`config.mk`:
```
export PLATFORM = sky130hd
export DESIGN_NAME = rv_mul_iter_param_flat
export DESIGN_NICKNAME = d
export VERILOG_FILES = /design/src/rtl/rv_mul_iter_param_if.sv /design/src/rtl/rv_mul_iter_param.sv /design/src/flat_wrapper.sv
export SDC_FILE = /design/constraint.sdc
export NUM_CORES = 2
export LEC_CHECK = 0
export BUFFER_PORTS_ARGS = -buffer_cell sky130_fd_sc_hd__buf_2
export CAP_MARGIN = 20
export CELL_PAD_IN_SITES_DETAIL_PLACEMENT = 0
export CELL_PAD_IN_SITES_GLOBAL_PLACEMENT = 1
export CORE_ASPECT_RATIO = 1.25
export CORE_MARGIN = 2
export CORE_UTILIZATION = 35
export CTS_BUF_LIST = sky130_fd_sc_hd__clkbuf_16
export DETAILED_ROUTE_END_ITERATION = 8
export GPL_ROUTABILITY_DRIVEN = 0
export MAX_ROUTING_LAYER = met4
export PLACE_DENSITY_LB_ADDON = 0.2
export SKIP_CTS_REPAIR_TIMING = 1
export SLEW_MARGIN = 20
export SYNTH_ARGS = -nofsm -noshare
export SYNTH_HDL_FRONTEND = slang
export SYNTH_SLANG_ARGS = --single-unit
export TNS_END_PERCENT = 50
```
`constraint.sdc`:
```
create_clock -name clk_i -period 6.22 [get_ports clk_i]
set_input_delay 0.622 -clock clk_i [delete_from_list [all_inputs] [get_ports clk_i]]
set_output_delay 0.622 -clock clk_i [all_outputs]
set_load 0.03 [all_outputs]
```
`src/rtl/rv_mul_iter_param_if.sv`:
```
// rtl/rv_mul_iter_param_if.sv - request/result handshake bundle for rv_mul_iter_param
interface rv_mul_iter_param_if #(
    parameter int XLEN = 32
);
    logic            req_valid_i;
    logic            req_ready_o;
    logic [1:0]      op_i;
    logic [XLEN-1:0] op_a_i;
    logic [XLEN-1:0] op_b_i;
    logic            kill_i;
    logic            res_valid_o;
    logic            res_ready_i;
    logic [XLEN-1:0] result_o;
    logic            busy_o;

    modport master (
        output req_valid_i, op_i, op_a_i, op_b_i, kill_i, res_ready_i,
        input  req_ready_o, res_valid_o, result_o, busy_o
    );

    modport slave (
        input  req_valid_i, op_i, op_a_i, op_b_i, kill_i, res_ready_i,
        output req_ready_o, res_valid_o, result_o, busy_o
    );
endinterface

```
`src/rtl/rv_mul_iter_param.sv`:
```
// rtl/rv_mul_iter_param.sv - iterative RV32M/RV64M MUL/MULH/MULHSU/MULHU unit, DIGIT_W multiplier bits per cycle
// Optional product-reuse fusion enabled by defining RV_MUL_FUSE_EN.
module rv_mul_iter_param #(
    parameter int XLEN    = 32,
    parameter int DIGIT_W = 8
) (
    input  logic               clk_i,
    input  logic               rst_i,
    rv_mul_iter_param_if.slave bus
);
    localparam int N_ITER = XLEN / DIGIT_W;
    localparam int CNT_W  = (N_ITER > 1) ? $clog2(N_ITER) : 1;
    localparam int PW     = 2 * XLEN;

    typedef enum logic [1:0] {
        IDLE = 2'd0,
        CALC = 2'd1,
        DONE = 2'd2
    } state_t;

    state_t            state;
    logic [CNT_W-1:0]  cnt;
    logic [PW-1:0]     acc;
    logic [PW-1:0]     a_sh;
    logic [XLEN-1:0]   b_sh;
    logic [1:0]        op_q;
    logic              b_signed_q;

    logic              req_ready_r;
    logic              res_valid_r;
    logic              busy_r;
    logic [XLEN-1:0]   result_r;

    logic              a_signed_in;
    logic              b_signed_in;
    logic [PW-1:0]     a_ext_in;
    logic [PW-1:0]     digit_ext;
    logic              last_iter;
    logic              neg_digit;
    logic [PW-1:0]     acc_next;
    logic [XLEN-1:0]   result_sel;
    logic              fuse_hit;

`ifdef RV_MUL_FUSE_EN
    logic              fuse_valid;
    logic [XLEN-1:0]   tag_a;
    logic [XLEN-1:0]   tag_b;
    logic              tag_as;
    logic              tag_bs;
    logic [PW-1:0]     fuse_prod;
    logic [XLEN-1:0]   a_q;
    logic [XLEN-1:0]   b_q;
    logic              a_signed_q;

    // Signedness is part of the tag: MULH and MULHU of the same operands give different products.
    assign fuse_hit = fuse_valid && (bus.op_a_i == tag_a) && (bus.op_b_i == tag_b)
                      && (a_signed_in == tag_as) && (b_signed_in == tag_bs);
`else
    assign fuse_hit = 1'b0;
`endif

    assign a_signed_in = (bus.op_i != 2'b11);
    assign b_signed_in = ~bus.op_i[1];

    always_comb begin
        a_ext_in = {{XLEN{a_signed_in & bus.op_a_i[XLEN-1]}}, bus.op_a_i};
        digit_ext = {{(PW-DIGIT_W){1'b0}}, b_sh[DIGIT_W-1:0]};
        last_iter = (cnt == CNT_W'(N_ITER - 1));
        // A signed multiplier's top digit carries negative weight: subtract 2^DIGIT_W * A once.
        neg_digit = last_iter && b_signed_q && b_sh[DIGIT_W-1];
        acc_next = acc + (a_sh * digit_ext) - (neg_digit ? (a_sh << DIGIT_W) : '0);
        result_sel = (op_q == 2'b00) ? acc[XLEN-1:0] : acc[PW-1:XLEN];
    end

    always_ff @(posedge clk_i or posedge rst_i) begin
        if (rst_i) begin
            state       <= IDLE;
            cnt         <= '0;
            acc         <= '0;
            a_sh        <= '0;
            b_sh        <= '0;
            op_q        <= 2'b00;
            b_signed_q  <= 1'b0;
            req_ready_r <= 1'b1;
            res_valid_r <= 1'b0;
            busy_r      <= 1'b0;
            result_r    <= '0;
`ifdef RV_MUL_FUSE_EN
            fuse_valid  <= 1'b0;
            tag_a       <= '0;
            tag_b       <= '0;
            tag_as      <= 1'b0;
            tag_bs      <= 1'b0;
            fuse_prod   <= '0;
            a_q         <= '0;
            b_q         <= '0;
            a_signed_q  <= 1'b0;
`endif
        end else begin
            case (state)
                IDLE: begin
                    if (bus.kill_i) begin
`ifdef RV_MUL_FUSE_EN
                        fuse_valid <= 1'b0;
`endif
                    end else if (bus.req_valid_i) begin
                        op_q        <= bus.op_i;
                        b_signed_q  <= b_signed_in;
                        a_sh        <= a_ext_in;
                        b_sh        <= bus.op_b_i;
                        cnt         <= '0;
                        req_ready_r <= 1'b0;
                        busy_r      <= 1'b1;
`ifdef RV_MUL_FUSE_EN
                        a_q         <= bus.op_a_i;
                        b_q         <= bus.op_b_i;
                        a_signed_q  <= a_signed_in;
`endif
                        if (fuse_hit) begin
`ifdef RV_MUL_FUSE_EN
                            acc <= fuse_prod;
`endif
                            state <= DONE;
                        end else begin
                            acc   <= '0;
                            state <= CALC;
                        end
                    end
                end

                CALC: begin
                    if (bus.kill_i) begin
                        state       <= IDLE;
                        req_ready_r <= 1'b1;
                        busy_r      <= 1'b0;
`ifdef RV_MUL_FUSE_EN
                        fuse_valid  <= 1'b0;
`endif
                    end else begin
                        acc  <= acc_next;
                        a_sh <= a_sh << DIGIT_W;
                        b_sh <= b_sh >> DIGIT_W;
                        cnt  <= cnt + 1'b1;
                        if (last_iter) begin
                            state <= DONE;
                        end
                    end
                end

                DONE: begin
                    if (bus.kill_i) begin
                        state       <= IDLE;
                        res_valid_r <= 1'b0;
                        req_ready_r <= 1'b1;
                        busy_r      <= 1'b0;
`ifdef RV_MUL_FUSE_EN
                        fuse_valid  <= 1'b0;
`endif
                    end else if (!res_valid_r) begin
                        // First DONE cycle registers the selected half; it then holds until taken.
                        result_r    <= result_sel;
                        res_valid_r <= 1'b1;
                    end else if (bus.res_ready_i) begin
                        state       <= IDLE;
                        res_valid_r <= 1'b0;
                        req_ready_r <= 1'b1;
                        busy_r      <= 1'b0;
`ifdef RV_MUL_FUSE_EN
                        fuse_valid  <= 1'b1;
                        tag_a       <= a_q;
                        tag_b       <= b_q;
                        tag_as      <= a_signed_q;
                        tag_bs      <= b_signed_q;
                        fuse_prod   <= acc;
`endif
                    end
                end

                default: begin
                    state       <= IDLE;
                    res_valid_r <= 1'b0;
                    req_ready_r <= 1'b1;
                    busy_r      <= 1'b0;
                end
            endcase
        end
    end

    assign bus.req_ready_o = req_ready_r;
    assign bus.res_valid_o = res_valid_r;
    assign bus.busy_o      = busy_r;
    assign bus.result_o    = result_r;
endmodule

```
`src/flat_wrapper.sv`:
```
// flat-port wrapper written by rule: the top's interface ports become plain ports
module rv_mul_iter_param_flat 
#(
    parameter int XLEN    = 32,
    parameter int DIGIT_W = 8
)
  (clk_i, rst_i, bus_req_valid_i, bus_op_i, bus_op_a_i, bus_op_b_i, bus_kill_i, bus_res_ready_i, bus_req_ready_o, bus_res_valid_o, bus_result_o, bus_busy_o);
  rv_mul_iter_param_if #(.XLEN(XLEN)) bus_i ();
  input  logic clk_i;
  input  logic rst_i;
  input wire logic [$bits(bus_i.req_valid_i)-1:0] bus_req_valid_i;
  input wire logic [$bits(bus_i.op_i)-1:0] bus_op_i;
  input wire logic [$bits(bus_i.op_a_i)-1:0] bus_op_a_i;
  input wire logic [$bits(bus_i.op_b_i)-1:0] bus_op_b_i;
  input wire logic [$bits(bus_i.kill_i)-1:0] bus_kill_i;
  input wire logic [$bits(bus_i.res_ready_i)-1:0] bus_res_ready_i;
  output wire logic [$bits(bus_i.req_ready_o)-1:0] bus_req_ready_o;
  output wire logic [$bits(bus_i.res_valid_o)-1:0] bus_res_valid_o;
  output wire logic [$bits(bus_i.result_o)-1:0] bus_result_o;
  output wire logic [$bits(bus_i.busy_o)-1:0] bus_busy_o;
  assign bus_i.req_valid_i = bus_req_valid_i;
  assign bus_i.op_i = bus_op_i;
  assign bus_i.op_a_i = bus_op_a_i;
  assign bus_i.op_b_i = bus_op_b_i;
  assign bus_i.kill_i = bus_kill_i;
  assign bus_i.res_ready_i = bus_res_ready_i;
  assign bus_req_ready_o = bus_i.req_ready_o;
  assign bus_res_valid_o = bus_i.res_valid_o;
  assign bus_result_o = bus_i.result_o;
  assign bus_busy_o = bus_i.busy_o;
  rv_mul_iter_param #(.XLEN(XLEN), .DIGIT_W(DIGIT_W)) u_core (.clk_i(clk_i), .rst_i(rst_i), .bus(bus_i));
endmodule
```
==> reports/qor.csv <==
metric,value,unit
most used flip-flop cell after synthesis,dfrtp_1,
layout cells sized above 1,17.7,%
core region area,0.0769,sq mm
number of flops mapped to enable cells by yosys,0,
Post-synth ARST share,100,%
initial antenna violation count,1,
Setup crit start,u_core.cnt[1],
"most common cell after layout, fill and taps aside",inv_1,
PortBufs,105,
syn nets,3791,
Setup Skew,0.0237,ns
final setup violation count,7,
CTS tree,done,
first-pass GRT wire length,139,mm
synthesized flop and latch total,202,
Via Count,21800,
H-tree Lvls,1,
"CTS clk-pin slew, worst paths",0.06,ns
fin cells,4410,
violations in the final reports,negative setup slack,
root buf cell,clkbuf_16,
crit start category,register,
crit path capture type,register,
initial core utilization,35.2,%
worst r2r src,u_core.cnt[1],
Die ar.,0.0795,sq mm
initial DRC count,1326,
Syn. warnings,0,
final hold violations,0,
"commonest non-fill, non-tap cells in the layout","inv_1 (712), nand2_1 (460), fa_1 (456)",
critical path class,reg -> reg,
pin count of the biggest net entering global routing,196,
CP required,6.64,ns
slew margin rel.,29.9,%
area grow syn2layout,19.5,%
status,finished with violations,
cell depth of the worst flop-to-flop path,25,
Reg2Reg Setup Slack,-0.16,ns
vias per cell,4.93,
Setup crit end,u_core.acc[59],
number of remaining DRC errors,0,
placed wire-length estimate,68.4,mm
Pre-Repair DR Iteration Count,6,
Mean Syn Cell Area,8.51,sq um
post-DR wirelength/cell,20.2,microns
crit path max fanout,5,
Final WS setup,-0.164,ns
"Seq/Total Area, Yosys",18.7,%
Max-cap violations,0,
global route total overflow,0,
Bufs on Longest Clock Path,3,
Post-Place Cells,4325,
Crit Reg-Reg Endpoint,u_core.acc[59],
# IOs,106,
crit path DAT,6.80,ns
Die X,253,microns
# nets final,4018,
number of filler instances in the final layout,7657,
row count,114,
Clock Latency Late Sink,0.58,ns
RSZ-0062 raised after global routing,true,
final setup TNS,-0.355,ns
cell count after synthesis,3178,
post-synth cell types,78,
total CTS buffers,27,
Worst Hold Class,in -> async,
placed inst area,0.0302,sq mm
die height,315,microns
Slew Limit Fails,0,
vias in the first global route,23700,
final instance area,0.0323,sq mm
Mapped Area,0.0270,sq mm
Max Fclk,157,MHz
Sink Count,202,
antenna-violating nets left,0,
worst-margin pin slew,1.05,ns
All-Layer GR Usage,23.4,%
final cycle utilization of the critical path,103,%
Final min period,6.38,ns
WL final,88.9,mm
[how the worst min path moves through the flow]
| stage | start | to | slack, ns | cells past startpoint |
|---|---|---|---|---|
| 2_1_floorplan | u_core.b_sh[24] | u_core.b_sh[24] | 0.44 | 2 |
| 3_3_place_gp | u_core.b_sh[28] | u_core.b_sh[28] | 0.46 | 2 |
| 3_5_place_dp | u_core.b_sh[30] | u_core.b_sh[30] | 0.47 | 2 |
| 4_1_cts | rst_i | u_core.bus.result_o[4] | 0.13 | 2 |
| 5_1_grt | rst_i | u_core.bus.result_o[4] | 0.15 | 2 |
| 6_report | rst_i | u_core.bus.result_o[2] | 0.09 | 2 |
[state kept, by name (all words and copies together) (netlist names)]
register,cells
u_core.bus.result_o,32
u_core.b_sh,32
u_core.state,2
u_core.cnt,2
u_core.a_sh,64
u_core.bus.busy_o,1
u_core.op_q,2
u_core.acc,64
u_core.bus.res_valid_o,1
u_core.bus.req_ready_o,1
u_core.b_signed_q,1
[critical path, stage by stage (launching register included)]
cell	delay (ns)
dfrtp_1	0.40
ha_4	0.16
and3_4	0.24
buf_12	0.13
buf_6	0.11
nand2_1	0.06
fa_1	0.49
inv_1	0.06
fa_2	0.52
fa_1	0.59
inv_2	0.05
fa_2	0.57
inv_1	0.07
fa_1	0.55
inv_2	0.05
ha_4	0.21
and3_1	0.15
nor2b_1	0.13
o21a_1	0.22
o31a_1	0.33
o41ai_2	0.36
buf_4	0.20
nand2_4	0.06
a211oi_2	0.24
xor2_1	0.17
o22ai_1	0.11
[cells by family after synthesis]
group                      share of synthesized area [%]
and+or+nand+nor                                     17.2
buffers and inverters                               12.9
adders and majority gates                           38.0
AOI/OAI and AO/OA                                   9.57
DFF                                                 18.7
xor gates and xnor gates                            2.27
muxes                                               1.42
[stage by stage]
step                utilization [%]  setup slack (ns)  hold slack [ns]
finish                         42.0            -0.164           0.0891
floorplan                         -           0.00835            0.439
detailed placement             39.3            -0.350            0.466
global placement               39.3            -0.301            0.457
global route                   42.0            -0.307            0.148
CTS                            40.4            -0.397            0.130
[final cells by class]
type	instances	area, sq um	share of cell area (%)
multi-input cells	2052	19400	60.0
flip-flops and latches	202	5070	15.7
repair buffers	388	3040	9.40
inverters	734	2760	8.55
well taps	986	1230	3.82
clock buffers	27	676	2.09
clock inverters	20	153	0.472
diodes	1	2.50	0.00774
[cell usage after synthesis (3+ instances only)]
library cell	n	share of area (%)
inv_1	734	10
nand2_1	472	6.6
fa_1	466	34
and2_1	288	6.7
dfrtp_1	201	19
clkbuf_1	181	2.5
nor2_1	154	2.1
a21oi_1	136	2.5
ha_1	76	3.5
a31oi_1	55	1.3
o21ai_0	48	0.89
o22ai_1	46	1.1
xnor2_1	40	1.3
mux2i_1	35	1.3
nand3_1	34	0.63
a21o_1	31	0.86
xor2_1	30	0.97
o21bai_1	10	0.28
a211oi_1	9	0.25
nand2b_1	9	0.21
o21a_1	9	0.25
and3_1	8	0.19
nor3_1	8	0.15
o21ai_1	8	0.15
nand4_1	7	0.16
a22o_1	5	0.16
buf_1	5	0.069
nor2b_1	5	0.12
a22oi_1	4	0.11
o31ai_1	4	0.11
buf_2	3	0.055
mux2_2	3	0.12
o211ai_1	3	0.083
[routing by layer]
metal / vias to the layer above / share of wire, % / track usage [%]
li1: 9911 / - / -
met1: 11200 / 44 / 31.2
met2: 543 / 48 / 37.8
met3: 108 / 4.4 / 2.31
met4: 0 / 3.0 / 6.83
met5: - / 0 / -
Power is not shown: default switching activity piles up to over one toggle a cycle in this logic, so the estimate is an artifact.
